`src/rtl/mem_port_arbiter.sv`:
```
// mem_port_arbiter: shares one single-port memory between the instruction-fetch
// port and the data (load/store) port. One transaction is in flight at a time.
// The data port has priority, but a streak limiter hands the memory to a waiting
// fetch after MAX_D_STREAK consecutive data grants.
// Optional build macro: ARB_TIMEOUT_EN -- aborts a transaction that sees no
// mem_ack within TIMEOUT_CYCLES busy cycles (done pulse with err = 1).
module mem_port_arbiter #(
  parameter int AW             = 32,
  parameter int DW             = 32,
  parameter int MAX_D_STREAK   = 4,
  parameter int TIMEOUT_CYCLES = 64
) (
  input  logic          clk,
  input  logic          rst_n,
  // instruction-fetch port
  input  logic          if_req,
  input  logic [AW-1:0] if_addr,
  output logic          if_done,
  output logic [DW-1:0] if_rdata,
  output logic          if_stall,
  // data port
  input  logic          d_req,
  input  logic          d_we,
  input  logic [AW-1:0] d_addr,
  input  logic [DW-1:0] d_wdata,
  input  logic [1:0]    d_size,
  output logic          d_done,
  output logic [DW-1:0] d_rdata,
  output logic          d_stall,
  // memory side
  output logic          mem_req,
  output logic          mem_we,
  output logic [AW-1:0] mem_addr,
  output logic [DW-1:0] mem_wdata,
  output logic [1:0]    mem_size,
  input  logic          mem_ack,
  input  logic [DW-1:0] mem_rdata,
  // status
  output logic          busy,
  output logic          err
);

  typedef enum logic [1:0] {
    IDLE   = 2'd0,
    BUSY_I = 2'd1,
    BUSY_D = 2'd2
  } state_t;

  localparam int            SW         = $clog2(MAX_D_STREAK + 1);
  localparam logic [SW-1:0] STREAK_MAX = SW'(MAX_D_STREAK);

  state_t        r_state;
  state_t        w_state_nxt;
  logic [SW-1:0] r_streak;

  logic          r_mem_req;
  logic          r_mem_we;
  logic [AW-1:0] r_mem_addr;
  logic [DW-1:0] r_mem_wdata;
  logic [1:0]    r_mem_size;

  logic          w_idle;
  logic          w_grant_d;
  logic          w_grant_i;
  logic          w_grant;
  logic          w_timeout;
  logic          w_complete;
  logic          w_abort;
  logic [DW-1:0] w_rdata;

  // Grant decision is only made while idle; data wins unless a waiting fetch
  // has already been passed over MAX_D_STREAK times in a row.
  assign w_idle    = (r_state == IDLE);
  assign w_grant_d = w_idle && d_req && (!if_req || (r_streak < STREAK_MAX));
  assign w_grant_i = w_idle && !w_grant_d && if_req;
  assign w_grant   = w_grant_d || w_grant_i;

`ifdef ARB_TIMEOUT_EN
  localparam int            TW      = $clog2(TIMEOUT_CYCLES + 1);
  localparam logic [TW-1:0] TO_LAST = TW'(TIMEOUT_CYCLES - 1);

  logic [TW-1:0] r_to_cnt;

  // Busy-cycle counter: cleared on each grant, counts while a transaction waits.
  always_ff @(posedge clk or negedge rst_n) begin
    if (!rst_n) begin
      r_to_cnt <= '0;
    end else if (w_grant) begin
      r_to_cnt <= '0;
    end else if (!w_idle && (r_to_cnt != TO_LAST)) begin
      r_to_cnt <= r_to_cnt + 1'b1;
    end
  end

  // The TIMEOUT_CYCLES-th busy cycle without an ack is the abort cycle.
  assign w_timeout = !w_idle && (r_to_cnt == TO_LAST);
`else
  assign w_timeout = 1'b0;
`endif

  // A transaction ends on an ack, or on the abort cycle; an ack wins over abort.
  assign w_complete = !w_idle && (mem_ack || w_timeout);
  assign w_abort    = w_complete && !mem_ack;

  // State register.
  always_ff @(posedge clk or negedge rst_n) begin
    if (!rst_n) begin
      r_state <= IDLE;
    end else begin
      r_state <= w_state_nxt;
    end
  end

  // Next-state logic.
  always_comb begin
    w_state_nxt = r_state;
    case (r_state)
      IDLE: begin
        if (w_grant_d) begin
          w_state_nxt = BUSY_D;
        end else if (w_grant_i) begin
          w_state_nxt = BUSY_I;
        end
      end
      BUSY_I, BUSY_D: begin
        if (w_complete) begin
          w_state_nxt = IDLE;
        end
      end
      default: w_state_nxt = IDLE;
    endcase
  end

  // Outputs: done pulses, err and read data are combinational in the ack cycle.
  always_comb begin
    if_done = 1'b0;
    d_done  = 1'b0;
    err     = 1'b0;
    w_rdata = '0;
    if (w_complete) begin
      if (r_state == BUSY_I) begin
        if_done = 1'b1;
      end
      if (r_state == BUSY_D) begin
        d_done = 1'b1;
      end
      err = w_abort;
      // stores and aborted transactions return zero
      if (!w_abort && !r_mem_we) begin
        w_rdata = mem_rdata;
      end
    end
  end

  // Command register: captured at grant, held stable until the transaction ends.
  always_ff @(posedge clk or negedge rst_n) begin
    if (!rst_n) begin
      r_mem_req   <= 1'b0;
      r_mem_we    <= 1'b0;
      r_mem_addr  <= '0;
      r_mem_wdata <= '0;
      r_mem_size  <= 2'b00;
    end else if (w_grant) begin
      r_mem_req <= 1'b1;
      if (w_grant_d) begin
        r_mem_we    <= d_we;
        r_mem_addr  <= d_addr;
        r_mem_wdata <= d_wdata;
        r_mem_size  <= d_size;
      end else begin
        r_mem_we   <= 1'b0;
        r_mem_addr <= if_addr;
        r_mem_size <= 2'b10;
      end
    end else if (w_complete) begin
      r_mem_req <= 1'b0;
    end
  end

  // Streak of data grants that overtook a waiting fetch; any other grant clears it.
  always_ff @(posedge clk or negedge rst_n) begin
    if (!rst_n) begin
      r_streak <= '0;
    end else if (w_grant_d) begin
      if (!if_req) begin
        r_streak <= '0;
      end else if (r_streak != STREAK_MAX) begin
        r_streak <= r_streak + 1'b1;
      end
    end else if (w_grant_i) begin
      r_streak <= '0;
    end
  end

  assign mem_req   = r_mem_req;
  assign mem_we    = r_mem_we;
  assign mem_addr  = r_mem_addr;
  assign mem_wdata = r_mem_wdata;
  assign mem_size  = r_mem_size;

  assign if_rdata = w_rdata;
  assign d_rdata  = w_rdata;
  assign if_stall = if_req && !if_done;
  assign d_stall  = d_req && !d_done;
  assign busy     = !w_idle;

endmodule

```
`config.mk`:
```
export PLATFORM = sky130hd
export DESIGN_NAME = mem_port_arbiter
export DESIGN_NICKNAME = d
export VERILOG_FILES = /design/src/rtl/mem_port_arbiter.sv
export SDC_FILE = /design/constraint.sdc
export NUM_CORES = 1
export LEC_CHECK = 0
export ABC_AREA = 0
export BUFFER_PORTS_ARGS = -buffer_cell sky130_fd_sc_hd__buf_2
export CAP_MARGIN = 20
export CORE_MARGIN = 2
export CORE_UTILIZATION = 37
export DETAILED_ROUTE_END_ITERATION = 12
export PLACE_DENSITY = 0.76
export SYNTH_ARGS = -nofsm -noshare
export SYNTH_HDL_FRONTEND = slang
export SYNTH_SLANG_ARGS = --single-unit
```
`constraint.sdc`:
```
create_clock -name clk -period 1.9 [get_ports clk]
set_clock_uncertainty 0.2 [all_clocks]
set_input_delay 0.095 -clock clk [delete_from_list [all_inputs] [get_ports clk]]
set_output_delay 0.095 -clock clk [all_outputs]
set_load 0.005 [all_outputs]
```
Word level (Yosys, flattened, before mapping)

Index checks and enable logic that the tools add are counted.

Add/subtract/negate cells: 1
Multiply operators: 0
Divide/modulo/power cells: 0
$lt $le $gt $ge: 1
Eq/ne operators: 6
Shifts and indexed selects: 0
Multiplexer cells: 20
Bitwise logic cells: 0
Reduce and logical (&&, ||, !) cells: 26

Operators by type and width:

| cell                                                                    | number |
|---|---|
| 32-bit 2-to-1 mux                                                       | 3 |
| 3-bit 2-to-1 mux                                                        | 4 |
| 1-bit logical AND                                                       | 9 |
| 1-bit logical NOT                                                       | 8 |
| 1-bit 2-to-1 mux                                                        | 8 |
| 2-bit 2-to-1 mux                                                        | 4 |
| 2-bit AND reduction                                                     | 3 |
| 2-bit case mux with 2 select lines                                      | 1 |
| 2-bit nonzero test                                                      | 2 |
| 3-bit by 1-bit adder with 3-bit output, second input constant           | 1 |
| 3-bit less-than comparator, second input constant                       | 1 |
| 3-bit by 1-bit inequality test with 1-bit output, second input constant | 1 |
| 3-bit by 2-bit inequality test with 1-bit output, second input constant | 1 |
| 3-bit inequality test, second input constant                            | 1 |
| 2-bit by 1-bit == test with 1-bit output, second input constant         | 1 |
| 2-bit == test, second input constant                                    | 1 |
| 2-bit logical NOT                                                       | 1 |
| 1-bit logical OR                                                        | 2 |
| 2-bit inequality test, second input constant                            | 1 |
| 2-bit OR reduction                                                      | 1 |

Register bits after elaboration: 73
Bits in latches: 0
Memory bits (writable): 0
ROM bits: 0
Input bits: 136
Output and inout bits: 138
Logic and storage cells: 61
Memories: 0

Depth between registers and ports, before layout

Depth after elaboration: 9
Gate-level depth with buffers: 7
Mapped depth without buffers: 5

Least setup slack after synthesis

Ideal clock, no wire load.

Path kind: flip-flop to flip-flop
From: register r_state[0]
To: register r_mem_wdata[25], in the netlist mem_wdata[25]
Library setup time: 0.125 ns
Data arrival time: 1.513 ns
Slack: 0.062 ns
Cell stages (with the launch flop): 7
Buffers on the path: 1
Cell sequence: dfrtp_1 inv_1 ha_1 nand2_4 nor2_8 buf_8 mux2_4

Longest elaborated chain between the ends: 8

Ends and longest elaborated chain:

| element                         | line | RTL |
|---|---|---|
| start: declaration              | 52   | `state_t r_state;` |
| start signal: assignment        | 110  | `r_state <= w_state_nxt;` |
| 2-bit logical NOT *             | 73   | `assign w_idle = (r_state == IDLE);` |
| 1-bit logical AND (2 in series) | 74   | `assign w_grant_d = w_idle && d_req && (!if_req \|\| (r_streak < STREAK_MAX));` |
| 1-bit logical NOT               | 75   | `assign w_grant_i = w_idle && !w_grant_d && if_req;` |
| 1-bit logical AND (2 in series) | 75   |  |
| 1-bit logical OR                | 76   | `assign w_grant = w_grant_d \|\| w_grant_i;` |
| 2-bit AND reduction (no line) * | n/a  |  |
| end signal: assignment          | 168  | `r_mem_wdata <= d_wdata;` |
| end: declaration                | 59   | `logic [DW-1:0] r_mem_wdata;` |

Every way passes the cells marked *; elsewhere a longest branch is shown, timed or not.
A chain may end at the register's enable or synchronous reset.

Worst setup path after layout

From: register r_state[0]
To: output if_rdata[19]

Longest elaborated chain between the ends: 8

Ends and longest elaborated chain:

| element             | line | RTL |
|---|---|---|
| 2-bit logical NOT * | 73   |  |
| 1-bit logical NOT * | 102  | `assign w_complete = !w_idle && (mem_ack \|\| w_timeout);` |
| 1-bit logical AND * | 102  |  |
| 1-bit logical AND   | 103  | `assign w_abort = w_complete && !mem_ack;` |
| 1-bit logical NOT   | 149  | `if (!w_abort && !r_mem_we) begin` |
| 1-bit logical AND   | 149  |  |
| 32-bit 2-to-1 mux   | 149  |  |
| 32-bit 2-to-1 mux * | 140  | `if (w_complete) begin` |
| end: declaration    | 19   | `output logic [DW-1:0] if_rdata,` |

Marked as above.

==> results.json <==
{
  "startpoint_type": "flip-flop",
  "antennaDiodeCount": 0,
  "crit_type": "reg2out",
  "hold_ws_ns": 0.04794,
  "async_reset_ff_frac": 1.000,
  "num_rows": 37,
  "yosysUniqueCellTypes": 32,
  "numCtsBuffers": 9,
  "fin_ws_ns": -0.1403,
  "crit_chain": "inv_2 -> ha_4 -> nor2b_4 -> and2b_4 -> clkbuf_16 -> and2_1 -> buf_2",
  "core-area_um2": 10230,
  "wl_per_cell_um": 19.20,
  "use_met3": 0.03924,
  "p_leak_nw": 3.452,
  "vdd.ir_drop.worst_mv": 0.5835,
  "rsz0062_at_grt": "true",
  "grt_max_degree": 51,
  "end_kind": "output port",
  "first_global_vias": 4455,
  "die_w_um": 106.2,
  "cp_top_family": "simple AND/OR/NAND/NOR gates",
  "status": "finished, violations left",
  "maxSlewViolCount": 0,
  "worst_path_max_delay_cell": "dfrtp_1",
  "portBuffers": 272,
  "path_buf_inv": 3,
  "syn_avg_cell_area_um2": 10.58,
  "postRouteAntennaNets": 0,
  "netlist_area_um2": 3861,
  "hold_viol": 0,
  "first_pass_iters": 5,
  "postLayoutCellArea_um2": 7058,
  "io_pins": 274,
  "root_buffer": "clkbuf_8",
  "violations": "negative setup slack",
  "vias_per_cell": 5.008,
  "drive_gt1_frac": 0.5428,
  "syn_nets": 506,
  "dpl_cell_area_um2": 5149,
  "yosysWarnings": 0,
  "grt_pass1_wl_um": 22540,
  "clockBufferDepth": 2,
  "syn_inst": 365,
  "gr-usage-met2": 0.5000,
  "drt_iter0_drc": 270,
  "clk_pin_slew_ns": 0.08,
  "setup_viol": 64,
  "max_freq_mhz": 490.1,
  "grtUsageTotal": 0.2591,
  "worst_pin_slew_ns": 0.7158,
  "routed_wl_um": 16510,
  "slowest_delay_ns": 0.37,
  "gp_congestion": 0.8007,
  "vias": 4307,
  "cts_tree": "yes",
  "critPathArrivalTime_ns": 1.75,
  "required_ns": 1.60,
  "place_ws_ns": -0.02328,
  "worstPathMaxFanout": 8,
  "antenna_found_initial": 0,
  "yosys_most_used_dff": "dfrtp_1",
  "fin_cells": 860,
  "drc": 0,
  "fin_nets": 860,
  "cts_sinks": 73,
  "hp-class": "in2reg",
  "synth-edff-count": 0,
  "area_delta_synth_final_pct": 82.79,
  "grt_use_met1": 0.2659,
  "max_cap_viol_count": 0,
  "top_usage_layer": "met2",
  "dp.cells": 729,
  "post-route-min-period_ns": 2.040,
  "yosysSeqAreaShare": 0.4731,
  "cts_max_level": 3,
  "synth-seq-cells": 73,
  "post-dp-hpwl_um": 9387,
  "timing.final.crit_share": 1.074,
  "grt_overflow": 0,
  "power.density_nw_per_um2": 1269,
  "dieArea_um2": 11270,
  "timing.slew.headroom": 0.5178,
  "dieHeight_um": 106.2,
  "start_util": 0.3774,
  "clkLatencyLatePin_ns": 0.34
}
-- stage by stage --
| step | utilization | TNS [ns] | power (mW) |
|---|---|---|---|
| after detailed placement | 0.5032 | -0.04681 | 6.582 |
| after floorplan | - | 0 | 5.020 |
| after global placement | 0.5032 | 0 | 6.436 |
| final | 0.6899 | -6.078 | 8.957 |
| after global routing | 0.6899 | -9.862 | 9.426 |
| after CTS | 0.6515 | -6.786 | 8.379 |
-- power by group --
part | total [mW] | internal, mW | switching (mW)
sequential | 2.81 | 2.34 | 0.472
combinational | 4.96 | 2.78 | 2.18
clock | 1.19 | 0.498 | 0.692
total | 8.96 | 5.61 | 3.34
-- placed cells by master, fill, tap and decap left out, types with 4 or more instances in the layout --
cell type and n:
buf_12 6, a31oi_1 32, mux2_4 27, a22o_1 4, buf_4 17, clkbuf_8 9, and2_4 33, buf_6 65
buf_2 209, mux2_2 6, dlygate4sd3_1 102, nand3_1 32, o21ai_0 34, nor2_1 34, dfrtp_1 73
-- metal layers --
layer  wire length [µm]  vias up
li1                   -     1938
met1               5876     2083
met2               9027      238
met3               1007       48
met4                601        0
met5                  0        -
-- final timing paths --
| path | startpoint | slack [ns] | depth (start not counted) | to |
|---|---|---|---|---|
| max reg2reg | r_state[0]$_DFFE_PN0P_ | 0.05 | 7 | mem_wdata[25]$_DFFE_PN0P_ |
| max in group asynchronous | rst_n | 0.39 | 4 | mem_wdata[2]$_DFFE_PN0P_ |
| min | mem_ack | 0.05 | 4 | r_state[0]$_DFFE_PN0P_ |
| min reg2reg | mem_wdata[12]$_DFFE_PN0P_ | 0.32 | 1 | mem_wdata[12]$_DFFE_PN0P_ |
| min in group asynchronous | rst_n | 0.52 | 3 | mem_addr[20]$_DFFE_PN0P_ |
| max | r_state[0]$_DFFE_PN0P_ | -0.14 | 7 | if_rdata[19] |
-- flip-flops by register name, summed over array words and instances (netlist names) --
signal     cells
mem_req        1
mem_we         1
mem_size       2
mem_wdata     32
mem_addr      32
r_state        2
r_streak       3
-- worst register-to-register path: stages (launching register included) --
cell	delay, ns
dfrtp_1	0.40
inv_2	0.09
ha_4	0.15
buf_4	0.13
nand2_4	0.07
nor2_8	0.19
buf_4	0.20
mux2_4	0.32
-- repair_timing --
| action | CTS | global route |
|---|---|---|
| endpoints found under the hold margin | 142 | 0 |
| resized for setup | 45 | 69 |
| setup buffers | 7 | 3 |
| hold buffers | 103 | 0 |
| cloned | 2 | 3 |
| pin swaps | 6 | 29 |
| setup endpoints to repair | 71 | 100 |
-- cell families after synthesis --
group | Yosys count | share of synthesized area
AOI/OAI and AO/OA | 75 | 0.1150
other | 1 | 0.0009712
DFF | 73 | 0.4731
muxes | 34 | 0.1251
buffers and inverters | 65 | 0.1163
and+or+nand+nor | 112 | 0.1533
adders and majority gates | 5 | 0.01620
-- cells in the mapped netlist (2+ instances only) --
library cell  number  area, µm²
buf_4             38      285.3
and2_1            36      225.2
nor2_1            34      127.6
o21ai_0           34      170.2
nor2b_1            4      25.02
mux2_4            27      405.4
nand3_1           32      160.2
mux2_2             6      67.56
dfrtp_1           73       1827
a31oi_1           32      200.2
buf_2              6      30.03
inv_1              5      18.77
clkbuf_1           8      30.03
a22o_1             4      35.03
ha_1               5      62.56
buf_12             2      40.04
clkbuf_2           3      15.01
nand2_1            2      7.510
-- final cells by class --
| class | instances | area [µm²] |
|---|---|---|
| Sequential cell | 73 | 1827 |
| Multi-Input combinational cell | 227 | 1709 |
| Clock inverter | 7 | 60.06 |
| Clock buffer | 9 | 123.9 |
| Tap cell | 136 | 170.2 |
| Inverter | 5 | 18.77 |
| Fill cell | 700 | 3173 |
| Timing Repair Buffer | 403 | 3149 |
No activity file was read; power rests on OpenSTA's default activity.
